$ cat src/rtl/sng_pair.sv
// Stochastic number generator pair: converts two binary values into LFSR-compared bitstreams.
// Define SNG_SHARED_LFSR_EN to derive Y from the bit-reversed X LFSR instead of a second LFSR.
module sng_pair #(
    parameter int               WIDTH  = 8,
    parameter int               LEN_W  = 16,
    parameter logic [WIDTH-1:0] SEED_X = 'h01
`ifndef SNG_SHARED_LFSR_EN
    ,
    parameter logic [WIDTH-1:0] SEED_Y = 'hA5
`endif
) (
    input  logic             clk,
    input  logic             rst,
    input  logic             in_valid,
    output logic             in_ready,
    input  logic [WIDTH-1:0] x_val,
    input  logic [WIDTH-1:0] y_val,
    input  logic [LEN_W-1:0] len,
    output logic             x_out,
    output logic             y_out,
    output logic             out_valid,
    output logic             done
);

    typedef enum logic [1:0] {
        IDLE = 2'd0,
        RUN  = 2'd1,
        DONE = 2'd2
    } state_t;

    state_t           state_q;
    state_t           state_d;
    logic             accept;
    logic [WIDTH-1:0] x_reg;
    logic [WIDTH-1:0] y_reg;
    logic [LEN_W-1:0] cnt_q;
    logic [WIDTH-1:0] lfsr_x;
    logic             fb_x;
    logic [WIDTH-1:0] y_cmp;

    // Maximal-length Fibonacci feedback; only 8 and 16 bit widths have tap sets.
    generate
        if (WIDTH == 16) begin : g_taps_x16
            assign fb_x = lfsr_x[15] ^ lfsr_x[14] ^ lfsr_x[12] ^ lfsr_x[3];
        end else begin : g_taps_x8
            assign fb_x = lfsr_x[7] ^ lfsr_x[5] ^ lfsr_x[4] ^ lfsr_x[3];
        end
    endgenerate

`ifdef SNG_SHARED_LFSR_EN
    // Bit reversal of a maximal LFSR is still a permutation of 1..2^WIDTH-1.
    always_comb begin
        y_cmp = '0;
        for (int i = 0; i < WIDTH; i++) begin
            y_cmp[i] = lfsr_x[WIDTH-1-i];
        end
    end
`else
    logic [WIDTH-1:0] lfsr_y;
    logic             fb_y;

    generate
        if (WIDTH == 16) begin : g_taps_y16
            assign fb_y = lfsr_y[15] ^ lfsr_y[14] ^ lfsr_y[12] ^ lfsr_y[3];
        end else begin : g_taps_y8
            assign fb_y = lfsr_y[7] ^ lfsr_y[5] ^ lfsr_y[4] ^ lfsr_y[3];
        end
    endgenerate

    always_ff @(posedge clk) begin
        if (rst) begin
            lfsr_y <= SEED_Y;
        end else if (accept) begin
            lfsr_y <= SEED_Y;
        end else if (state_q == RUN) begin
            lfsr_y <= {lfsr_y[WIDTH-2:0], fb_y};
        end
    end

    assign y_cmp = lfsr_y;
`endif

    always_comb begin
        state_d = state_q;
        accept  = 1'b0;
        case (state_q)
            IDLE: begin
                if (in_valid) begin
                    accept  = 1'b1;
                    state_d = (len == '0) ? DONE : RUN;
                end
            end
            RUN: begin
                if (cnt_q == LEN_W'(1)) begin
                    state_d = DONE;
                end
            end
            DONE:    state_d = IDLE;
            default: state_d = IDLE;
        endcase
    end

    // The counter holds the number of stream bits still to emit, including the current one.
    always_ff @(posedge clk) begin
        if (rst) begin
            state_q <= IDLE;
            x_reg   <= '0;
            y_reg   <= '0;
            cnt_q   <= '0;
            lfsr_x  <= SEED_X;
        end else begin
            state_q <= state_d;
            if (accept) begin
                x_reg  <= x_val;
                y_reg  <= y_val;
                cnt_q  <= len;
                lfsr_x <= SEED_X;
            end else if (state_q == RUN) begin
                cnt_q  <= cnt_q - LEN_W'(1);
                lfsr_x <= {lfsr_x[WIDTH-2:0], fb_x};
            end
        end
    end

    assign in_ready  = (state_q == IDLE);
    assign out_valid = (state_q == RUN);
    assign done      = (state_q == DONE);
    assign x_out     = out_valid & (lfsr_x <= x_reg);
    assign y_out     = out_valid & (y_cmp <= y_reg);

endmodule

$ cat config.mk
export PLATFORM = sky130hd
export DESIGN_NAME = sng_pair
export DESIGN_NICKNAME = d
export VERILOG_FILES = /design/src/rtl/sng_pair.sv
export SDC_FILE = /design/constraint.sdc
export NUM_CORES = 1
export LEC_CHECK = 0
export BUFFER_PORTS_ARGS = -buffer_cell sky130_fd_sc_hd__buf_2
export CAP_MARGIN = 10
export CORE_ASPECT_RATIO = 0.9
export CORE_MARGIN = 2
export CORE_UTILIZATION = 40
export DETAILED_ROUTE_END_ITERATION = 8
export PLACE_DENSITY = 0.59
export SYNTH_ARGS = -nofsm -noshare
export SYNTH_HDL_FRONTEND = slang
export SYNTH_SLANG_ARGS = --single-unit
export TNS_END_PERCENT = 20
$ cat constraint.sdc
create_clock -name clk -period 1.9 [get_ports clk]
set_input_delay 0.19 -clock clk [delete_from_list [all_inputs] [get_ports clk]]
set_output_delay 0.19 -clock clk [all_outputs]
set_load 0.02 [all_outputs]
==> metrics <==
largest net degree at the start of global routing=23; worst vdd ir=0.000395 V; Clock power frac=29.6%; CP Depth=7; Die Height=80.7 um; Setup CP Type=register to output port; Flop pwr share=45.5%; register area=1020 um^2; setup slack after layout=-0.0723 ns; gr ovfl total=0; clk slew on worst S/H paths=0.10 ns; headroom to the max-slew limit=60.9%; WP data required=between 1.5 and 2 ns; Final period util=104%; setup slack at placement=-0.0231 ns; Critical Path End=x_out; ys async rst share=0%; crit path from=lfsr_x[1]; Mapped Nets=395; Cell Int Power=1.81 mW; max reg flops=16; status=finished, violations left; number of enable flip-flop cells after synthesis=0; Yosys reg bits=50; R2R depth=7; max cap viols=0; Crit Path Max Fanout=3; Crit path max-delay family=compound AO/OA/AOI/OAI gates; failing checks=setup timing; number of global-route vias before repair=2355; flop2flop setup slack=0.01 ns; # setup viols final=1; Final ANT Viol Nets=0; Worst path slowest cell=dfxtp_4; Leakage=1.33 nW; post-synthesis sequential area ratio=38.3%; Final Max Slew Viols=0; max incr delay on CP=0.37 ns; WP buf/inv=1; Primary FF master, synth=dfxtp_1; Multi-input gate area=1620 um^2; design area=~3300 um^2; Synth Cell Area=2620 um^2; total routed wirelength=6910 um; clock latency on the worst-skew pair=roughly 0.32 ns; CTS Buf Count=5; layout cell share with drive strength beyond 1=26.3%; Power Dens Cells=795 nW/um^2; CTS sink count=50; root buf cell=clkbuf_8; nets=444; Max Clock Freq=507 MHz; kind of end point of the critical path=output port; DIE WIDTH=around 89 um; worst hold path type=input pin to register; min cycle time layout=around 2 ns; Ys Warns=0; Layout fillers=632; initial antenna violation count=0; Area Growth Syn to Fin=25.8%; Crit Reg-Reg Startpoint=cnt_q[0]; DP Area=3020 um^2; DR iter-0 viols=about 170; # IOs=40; Global Route Usage Sum=20.4%; RSZ-0062 raised after global routing=true; switching share of power=a little under a third; Logic pwr share=24.9%; Avg Cell Area, Syn=about 7.6 um^2; Worst EP arrival=~1.8 ns; Cell Rows=27; # DRC=0; CORE AREA=6220 um^2; startpoint types=register; Initial Utilization=a little over two fifths; Worst-Margin Slew=0.582 ns; Yosys cell types=40; Cells after Synth=342; reg2reg end=cnt_q[14]; die area=7200 um^2; WHS=0.0944 ns; Final Wtd Congestion=0.790; post-detail-place hpwl=5040 um; Antenna Cells=0; worst clock skew=0.0161 ns; Hold Fails Final Rpt=0; DR WL/cell=14.4 um; global-route wire length before repair=11400 um; drt pass-1 iters=4; crit-path cells=ha_4, nor2b_4, o211ai_1, a21oi_1, o22a_1, nor2_1, buf_4; Max H-tree Level=2; DR vias=about 2500; clock tree buffer depth=2; Port Buf Inserts=39; CTS tree=yes; Largest Register=cnt_q; vias per cell=5.27; Psw=803 uW
==> tightest hold or removal path: stages <==
cell	delay, ns
buf_2	0.09
nand2_1	0.05
a21oi_1	0.05
==> cell families (layout without fill, tap and decap cells) <==
kind of cell	Yosys count	in the layout	share of synthesized area (%)
AO/OA/AOI/OAI	81	81	18.2
XOR/XNOR	12	12	4.02
adder cells (fa/ha/maj)	18	18	8.61
buffers and inverters	39	89	5.60
flip-flops	50	50	38.3
AND/OR/NAND/NOR	142	142	25.3
==> power groups by stage <==
stage,Combinational [mW],Sequential [mW],Clock [mW]
after floorplan,0.399,1.20,0
after global placement,0.589,1.21,0
after detailed placement,0.595,1.21,0
after CTS,0.621,1.19,0.798
after global routing,0.729,1.20,0.833
final,0.651,1.19,0.773
==> area by class of cell <==
| type | count | area share, % |
|---|---|---|
| well taps | 87 | 3.31 |
| clock inverters | 3 | 1.33 |
| inverters | 22 | 2.51 |
| repair buffers | 59 | 10.6 |
| flip-flops and latches | 50 | 31.0 |
| clock buffers | 5 | 2.09 |
| multi-input cells | 253 | 49.2 |
==> synthesized netlist by cell type, types with 2 or more instances <==
master,number,share of area [%]
nand4_1,4,0.96
a211oi_1,3,0.86
nor2b_1,2,0.48
nor4_1,8,1.9
xnor2_1,8,2.7
o22ai_1,8,1.9
a21oi_1,47,9.0
o21ai_0,6,1.1
nand2b_1,5,1.2
inv_1,21,3.0
o211ai_1,3,0.86
clkbuf_1,16,2.3
nor2_1,28,4.0
nor3_1,8,1.5
o311ai_0,2,0.67
xor2_1,4,1.3
a22oi_1,4,1.1
a222oi_1,2,0.77
nand3_1,5,0.96
ha_1,18,8.6
a2bb2oi_1,2,0.67
dfxtp_1,50,38
nand2_1,70,10
or4_1,2,0.57
==> through the flow <==
stage                     total power [mW]  TNS [ns]  instances  utilization, %
after floorplan                       1.59   -0.0194        342               -
after global placement                1.80         0        470            48.6
after detailed placement              1.80   -0.0287        470            48.6
after CTS                             2.61   -0.0682        479            51.7
after global routing                  2.76    -0.432        479            52.9
final                                 2.62   -0.0723        479            52.9
==> cells in the final DEF, fill, tap and decap left out, types with 2 or more instances in the layout <==
| cell type | Yosys | layout |
|---|---|---|
| nand2_1 | 70 | 70 |
| a2bb2oi_1 | 2 | 2 |
| or4_1 | 2 | 2 |
| nor2_1 | 28 | 27 |
| buf_4 | 0 | 22 |
| inv_2 | 0 | 3 |
| ha_1 | 18 | 10 |
| ha_4 | 0 | 8 |
| nor4_1 | 8 | 7 |
| o311ai_0 | 2 | 2 |
| a211oi_1 | 3 | 2 |
| o21ai_0 | 6 | 5 |
| buf_2 | 0 | 37 |
| o211ai_1 | 3 | 3 |
| o22ai_1 | 8 | 7 |
| a22oi_1 | 4 | 4 |
| xnor2_1 | 8 | 8 |
| a21oi_1 | 47 | 44 |
| clkbuf_8 | 0 | 5 |
| dfxtp_1 | 50 | 40 |
| a21oi_2 | 0 | 3 |
| nand2b_1 | 5 | 5 |
| inv_1 | 21 | 18 |
| dfxtp_2 | 0 | 8 |
| nand4_1 | 4 | 4 |
| nand3_1 | 5 | 4 |
| dfxtp_4 | 0 | 2 |
| xor2_1 | 4 | 4 |
| a222oi_1 | 2 | 2 |
| nor3_1 | 8 | 7 |
==> worst min path at each step <==
stage	startpoint	end	slack, ns	depth (start not counted)
floorplan	x_val[1]	x_reg[1]	0.33	2
global placement	x_val[6]	x_reg[6]	0.43	3
detailed placement	y_val[1]	y_reg[1]	0.44	3
CTS	x_val[7]	x_reg[7]	0.09	3
global route	y_val[2]	y_reg[2]	0.10	3
finish	x_val[7]	x_reg[7]	0.09	3
==> routing by layer <==
layer	global-route usage, %	part of all wire, %	vias up
met5	0	0	-
met4	6.12	1.3	0
met3	3.39	4.2	7
met2	30.3	44	54
met1	30.1	51	1179
li1	-	-	1282
==> what timing repair did <==
action,4_1_cts,5_1_grt
pin swaps,10,6
hold buffers,0,0
resized for setup,15,16
buffers inserted,1,0
setup endpoints to repair,4,6
(Power assumes the default switching activity.)
